<file path="src/rtl/mc_ctrl.sv">
// Multi-cycle MIPS control unit: Moore FSM sequencing fetch/decode/execute/memory/write-back.
// Optional MC_CTRL_OVF_CHECK_EN enables overflow suppression of write-back for add/addi.
module mc_ctrl (
    input  logic       clk,
    input  logic       rst,
    input  logic [5:0] op,
    input  logic [5:0] funct,
    input  logic       zero,
    input  logic       upover,
    output logic       pc_wr,
    output logic [1:0] pc_src,
    output logic       ir_wr,
    output logic       rf_wr,
    output logic       reg_dst,
    output logic       mem_to_reg,
    output logic       dm_wr,
    output logic       alu_src_b,
    output logic       ext_op,
    output logic [1:0] alu_ctr,
    output logic       ovf_trap,
    output logic       illegal,
    output logic       retire,
    output logic [3:0] state
);

    typedef enum logic [3:0] {
        StFetch = 4'h0,
        StDcd   = 4'h1,
        StExe   = 4'h2,
        StMadr  = 4'h3,
        StMrd   = 4'h4,
        StMwr   = 4'h5,
        StWb    = 4'h6,
        StMwb   = 4'h7,
        StBr    = 4'h8,
        StJmp   = 4'h9,
        StIdle  = 4'hF
    } state_e;

    typedef enum logic [2:0] {
        ClsAlu,
        ClsMem,
        ClsBr,
        ClsJmp,
        ClsIll
    } cls_e;

    localparam logic [5:0] OpRtype = 6'b000000;
    localparam logic [5:0] OpOri   = 6'b001101;
    localparam logic [5:0] OpAddi  = 6'b001000;
    localparam logic [5:0] OpAddiu = 6'b001001;
    localparam logic [5:0] OpLw    = 6'b100011;
    localparam logic [5:0] OpSw    = 6'b101011;
    localparam logic [5:0] OpBeq   = 6'b000100;
    localparam logic [5:0] OpJ     = 6'b000010;

    localparam logic [5:0] FnAddu  = 6'b100001;
    localparam logic [5:0] FnSubu  = 6'b100011;
    localparam logic [5:0] FnSlt   = 6'b101010;
    localparam logic [5:0] FnAdd   = 6'b100000;

    localparam logic [1:0] AluAdd  = 2'b00;
    localparam logic [1:0] AluSub  = 2'b01;
    localparam logic [1:0] AluOr   = 2'b10;
    localparam logic [1:0] AluSlt  = 2'b11;

    localparam logic [1:0] PcSeq   = 2'b00;
    localparam logic [1:0] PcBr    = 2'b01;
    localparam logic [1:0] PcJmp   = 2'b10;

    state_e     state_q, state_d;
    logic       ovf_q, ovf_d;

    cls_e       dec_cls;
    logic       dec_rtype;
    logic [1:0] dec_alu;
    logic       dec_ext;
    logic       dec_chk;
    logic       dec_add_like;

    // Instruction decode; op/funct hold the IR contents from DCD onwards.
    always_comb begin
        dec_cls      = ClsIll;
        dec_rtype    = 1'b0;
        dec_alu      = AluAdd;
        dec_ext      = 1'b0;
        dec_add_like = 1'b0;
        case (op)
            OpRtype: begin
                dec_rtype = 1'b1;
                case (funct)
                    FnAddu: begin
                        dec_cls = ClsAlu;
                        dec_alu = AluAdd;
                    end
                    FnSubu: begin
                        dec_cls = ClsAlu;
                        dec_alu = AluSub;
                    end
                    FnSlt: begin
                        dec_cls = ClsAlu;
                        dec_alu = AluSlt;
                    end
                    FnAdd: begin
                        dec_cls      = ClsAlu;
                        dec_alu      = AluAdd;
                        dec_add_like = 1'b1;
                    end
                    default: dec_cls = ClsIll;
                endcase
            end
            OpOri: begin
                dec_cls = ClsAlu;
                dec_alu = AluOr;
                dec_ext = 1'b0;
            end
            OpAddi: begin
                dec_cls      = ClsAlu;
                dec_alu      = AluAdd;
                dec_ext      = 1'b1;
                dec_add_like = 1'b1;
            end
            OpAddiu: begin
                dec_cls = ClsAlu;
                dec_alu = AluAdd;
                dec_ext = 1'b1;
            end
            OpLw, OpSw: dec_cls = ClsMem;
            OpBeq:      dec_cls = ClsBr;
            OpJ:        dec_cls = ClsJmp;
            default:    dec_cls = ClsIll;
        endcase
    end

`ifdef MC_CTRL_OVF_CHECK_EN
    assign dec_chk = dec_add_like;
`else
    // Without the check, add/addi degrade to addu/addiu and ovf_q never sets.
    assign dec_chk = 1'b0 & dec_add_like;
`endif

    always_comb begin
        state_d = state_q;
        ovf_d   = ovf_q;
        case (state_q)
            StIdle:  state_d = StFetch;
            StFetch: state_d = StDcd;
            StDcd: begin
                ovf_d = 1'b0;
                case (dec_cls)
                    ClsAlu:  state_d = StExe;
                    ClsMem:  state_d = StMadr;
                    ClsBr:   state_d = StBr;
                    ClsJmp:  state_d = StJmp;
                    default: state_d = StFetch;
                endcase
            end
            StExe: begin
                state_d = StWb;
                ovf_d   = upover & dec_chk;
            end
            StMadr:  state_d = (op == OpLw) ? StMrd : StMwr;
            StMrd:   state_d = StMwb;
            default: state_d = StFetch;
        endcase
    end

    always_ff @(posedge clk or posedge rst) begin
        if (rst) begin
            state_q <= StIdle;
            ovf_q   <= 1'b0;
        end else begin
            state_q <= state_d;
            ovf_q   <= ovf_d;
        end
    end

    always_comb begin
        pc_wr      = 1'b0;
        pc_src     = PcSeq;
        ir_wr      = 1'b0;
        rf_wr      = 1'b0;
        reg_dst    = 1'b0;
        mem_to_reg = 1'b0;
        dm_wr      = 1'b0;
        alu_src_b  = 1'b0;
        ext_op     = 1'b0;
        alu_ctr    = AluAdd;
        ovf_trap   = 1'b0;
        illegal    = 1'b0;
        retire     = 1'b0;
        case (state_q)
            StFetch: begin
                ir_wr = 1'b1;
                pc_wr = 1'b1;
            end
            StDcd: begin
                illegal = (dec_cls == ClsIll);
                retire  = (dec_cls == ClsIll);
            end
            StExe: begin
                alu_ctr   = dec_alu;
                alu_src_b = ~dec_rtype;
                ext_op    = dec_ext;
            end
            StMadr: begin
                alu_ctr   = AluAdd;
                alu_src_b = 1'b1;
                ext_op    = 1'b1;
            end
            StMwr: begin
                dm_wr  = 1'b1;
                retire = 1'b1;
            end
            StWb: begin
                rf_wr    = ~ovf_q;
                reg_dst  = dec_rtype;
                ovf_trap = ovf_q;
                retire   = 1'b1;
            end
            StMwb: begin
                rf_wr      = 1'b1;
                mem_to_reg = 1'b1;
                retire     = 1'b1;
            end
            StBr: begin
                alu_ctr = AluSub;
                pc_wr   = zero;
                pc_src  = PcBr;
                retire  = 1'b1;
            end
            StJmp: begin
                pc_wr  = 1'b1;
                pc_src = PcJmp;
                retire = 1'b1;
            end
            default: ;
        endcase
    end

    assign state = state_q;

endmodule

</file>
<file path="config.mk">
export PLATFORM = sky130hd
export DESIGN_NAME = mc_ctrl
export DESIGN_NICKNAME = d
export VERILOG_FILES = /design/src/rtl/mc_ctrl.sv
export SDC_FILE = /design/constraint.sdc
export NUM_CORES = 1
export LEC_CHECK = 0
export CORE_UTILIZATION = 32
export DETAILED_ROUTE_END_ITERATION = 16
export PLACE_DENSITY_LB_ADDON = 0.08
export SYNTH_ARGS = -nofsm -noshare
export SYNTH_HDL_FRONTEND = slang
export SYNTH_SLANG_ARGS = --single-unit
export TNS_END_PERCENT = 5
</file>
<file path="constraint.sdc">
create_clock -name clk -period 2 [get_ports clk]
set_clock_uncertainty 0.1 [all_clocks]
set_input_delay 0.4 -clock clk [delete_from_list [all_inputs] [get_ports clk]]
set_output_delay 0.4 -clock clk [all_outputs]
set_load 0.01 [all_outputs]
</file>
==> PnR_summary.wiki <==
{| class="wikitable"
! Metric !! Value
|-
| Number of register bits inferred by synthesis || 4
|-
| Total power per unit cell area || between 800 and 900 mW/mm2
|-
| Synth Area in Compound Gates || between 15 and 20%
|-
| Finished Layout Cells || approximately 160
|-
| Sum of overflow across all layers after global routing || 0
|-
| CTS Buffer Depth || 2
|-
| Path depth of the worst reg2reg path || 4
|-
| Cell count after placement || 148
|-
| Iter 0 DRT Violations || 11
|-
| Flop2flop setup slack || about 400 ps
|-
| Number of max-slew violations in the final report || 0
|-
| Antenna diode count || 0
|-
| Simple-gate share of the synthesized area || approximately half
|-
| Detailed-routing iteration count for the pre-antenna-repair pass || 4
|-
| Die Footprint || 0.00187 mm2
|-
| Hold-fix buffer count after cts || 0
|-
| Net count reported at finish || 159
|-
| WP data required || approximately 1500 ps
|-
| Antenna violations before repair || 0
|-
| R2r endpoint || state[0]$_DFF_PP1_
|-
| Worst reg2reg startpoint || state[0]$_DFF_PP1_
|-
| Area of the placeable core || ~0.0015 mm2
|-
| Y dimension of the die || roughly 43 um
|-
| Clock transition at the registers of the reported paths || roughly 40 ps
|-
| Maximum clock rate || ~440 MHz
|-
| Root cell of the clock tree || sky130_fd_sc_hd__clkbuf_4
|-
| Outcome || finished, violations left
|-
| Largest net degree at the start of global routing || 9
|-
| Number of buffer and inverter instances along the worst setup path || 6
|-
| TritonCTS clock tree || yes
|-
| Syn_area_per_cell || a little over 7 um2
|-
| Synth unique cells || 33
|-
| Port Buffer Count || 32
|-
| Number of nets in the synthesized netlist || ~90
|-
| Setup repair after global routing missed its margin || yes
|-
| Cell row count || 14
|-
| Final critical-path required period || approximately 2200 ps
|-
| Starting utilization of the core area || a little over a third
|-
| Number of global-route vias before repair || around 800
|-
| Count of vias placed by the detailed router || ~800
|-
| DP Wirelength || about 1400 um
|-
| Post-DR wirelength/cell || roughly 14 um
|-
| Standby leakage power || about 0.58 nW
|-
| # setup viols final || 6
|-
| Area of combinational cells with multiple inputs || roughly 530 um2
|-
| Cell family with the largest share of critical-path delay || buffers and inverters
|-
| Max-Cap Viols || 0
|-
| Remaining design rule violation count || 0
|-
| Total I/O pin count || 35
|-
| Combinational family with the most area after synthesis || simple AND/OR/NAND/NOR gates
|-
| Crit Path Class || primary input to primary output
|-
| Fraction of final layout cells with drive strength greater than 1 || 54.6%
|-
| Startpoint type of the worst setup path || primary input
|-
| Arrival time of data at the critical path endpoint || between 1500 and 2000 ps
|-
| Share of synthesized area spent on multiplexers || 0%
|-
| Biggest fanout along the worst timing path || 3
|-
| Die Span X || 43.3 um
|-
| Gate Count Post-Synth || 76
|-
| Flip-flop count of the largest register after layout || 4
|-
| Worst path cell trace || buf_6 > or3_4 > buf_4 > buf_4 > buf_4 > nor3_2 > buf_4 > o41ai_2 > buf_2
|-
| Via-to-Cell Ratio || about 5.1
|-
| Total number of clock tree sinks || 4
|-
| H-tree depth reported by CTS || 1
|-
| CTS Buf Count || 3
|-
| Final setup slack of the worst path || -249 ps
|-
| Filler cells || roughly 110
|-
| Post-Route Hold Slack || 439 ps
|-
| Post-route fraction of the period consumed by the critical path || 112%
|-
| Capturing element type of the critical path || primary output
|-
| Hold crit path type || primary input to asynchronous set/reset pin
|-
| Overall fraction of global-route tracks in use || 22.7%
|-
| Final weighted congestion in routability-driven placement || about 0.81
|-
| Synthesis-to-finish area growth || 124%
|-
| Number of endpoints with negative hold slack in the final report || 0
|-
| Violated checks || negative setup slack
|-
| Fraction of synthesized cell area in xor and xnor cells || ~4.8%
|-
| Post-synthesis share of cell area spent on full adders, half adders and majority gates || 1.83%
|-
| Maximum single-stage delay on the critical path || about 380 ps
|-
| ANT nets after route || 0
|-
| Worst vdd rail ir drop || roughly 0.00066 V
|-
| Total wire length || around 2100 um
|-
| Area occupied by registers || about 110 um2
|-
| Post-Synthesis Cell Area || between 500 and 600 um2
|-
| Slowest-stage cell, CP || sky130_fd_sc_hd__or3_4
|-
| Most used cell, CP || sky130_fd_sc_hd__buf_4
|-
| Clock insertion delay at the later pin of the skew report || around 240 ps
|-
| YS warnings || 0
|-
| Wire length of the first global-routing pass || about 3300 um
|-
| Sequential-to-total area share from yosys stat || between 10% and 20%
|}
[placed cells by master, fill, tap and decap left out, types with 3 or more instances in the layout]
| cell | Yosys | routed |
|---|---|---|
| sky130_fd_sc_hd__nor2_1 | 11 | 10 |
| sky130_fd_sc_hd__nor4_1 | 3 | 3 |
| sky130_fd_sc_hd__clkbuf_2 | 0 | 3 |
| sky130_fd_sc_hd__a31oi_1 | 3 | 3 |
| sky130_fd_sc_hd__buf_6 | 0 | 5 |
| sky130_fd_sc_hd__nor3_2 | 0 | 5 |
| sky130_fd_sc_hd__dfstp_2 | 4 | 4 |
| sky130_fd_sc_hd__clkdlybuf4s15_1 | 0 | 4 |
| sky130_fd_sc_hd__dlygate4sd2_1 | 0 | 9 |
| sky130_fd_sc_hd__clkbuf_4 | 0 | 3 |
| sky130_fd_sc_hd__nand2_1 | 5 | 5 |
| sky130_fd_sc_hd__buf_2 | 0 | 8 |
| sky130_fd_sc_hd__nor2b_1 | 6 | 3 |
| sky130_fd_sc_hd__clkdlybuf4s50_1 | 0 | 4 |
| sky130_fd_sc_hd__nor2b_4 | 0 | 3 |
| sky130_fd_sc_hd__buf_4 | 1 | 33 |
[layer usage]
metal	global-route usage, %	routed length [um]	up-vias
met5	0	0	-
met4	3.64	0	0
met3	3.83	99	0
met2	40.9	1150	31
met1	28.4	895	367
li1	-	-	403
[cell usage after synthesis, drive strengths merged]
cell type	instances	share of area, %
and4	1	1.6
a31oi	3	3.4
o2bb2ai	1	1.6
nor2b	6	6.9
nor3b	1	1.4
a21oi	2	1.8
o32ai	1	1.6
buf	1	1.4
xnor2	3	4.8
nor4b	1	1.6
o41ai	1	1.6
a21boi	1	1.4
inv	1	0.69
nand2	5	3.4
o22a	1	1.6
a2111oi	2	3.2
nor2	11	7.6
or3	2	3.2
dfstp	4	19
and2b	1	1.4
nor4	4	5.7
clkbuf	5	3.4
a211o	1	1.6
and2	1	1.1
conb	1	0.69
and3	1	1.1
nor3	6	5.5
or2	1	1.1
maj3	1	1.8
nand2b	5	5.7
or4b	1	2.5
[stage by stage]
stage                     util [%]  setup WS (ps)  total power, mW  setup TNS, ps  cell area (um2)
after global placement        70.9          -1090            0.892          -6870             1090
after global routing          79.3           -309             1.09          -1620             1220
after detailed placement      70.9          -1080            0.903          -7050             1090
after floorplan                  -          -55.0            0.461           -123              554
after CTS                     75.8           -339            0.967          -1620             1170
final                         79.3           -249             1.03          -1170             1220
[worst max-delay path by stage]
| stage | from | to | cells after the start |
|---|---|---|---|
| 2_1_floorplan | op[0] | alu_ctr[0] | 4 |
| 3_3_place_gp | op[0] | retire | 6 |
| 3_5_place_dp | op[0] | retire | 6 |
| 4_1_cts | op[3] | alu_ctr[0] | 6 |
| 5_1_grt | op[3] | retire | 9 |
| 6_report | op[3] | retire | 9 |
[where the power goes]
group	switching, mW	internal, mW	total [mW]
Clock	0.0331	0.0671	0.100
Sequential	0.0205	0.126	0.146
Combinational	0.362	0.423	0.784
Total	0.415	0.616	1.03
[layout make-up]
cell class | instances | share of cell area [%]
timing repair buffer | 68 | 44.3
clock buffer | 3 | 1.84
inverter | 1 | 0.307
sequential | 4 | 8.60
multi-input combinational | 65 | 43.3
tap | 16 | 1.64
[logic make-up (layout without fill, tap and decap cells)]
family,Yosys count,count (layout)
flip-flops,4,4
adder cells (fa/ha/maj),1,1
AND/OR/NAND/NOR,47,47
XOR/XNOR,3,3
AO/OA/AOI/OAI,13,13
buffers and inverters,7,72
other,1,1
[timing repair]
item,4_1_cts,5_1_grt
setup endpoints to repair,16,14
pin swaps,8,9
resized for setup,74,25
setup buffers,5,1
No activity file was read; power rests on OpenSTA's default activity.
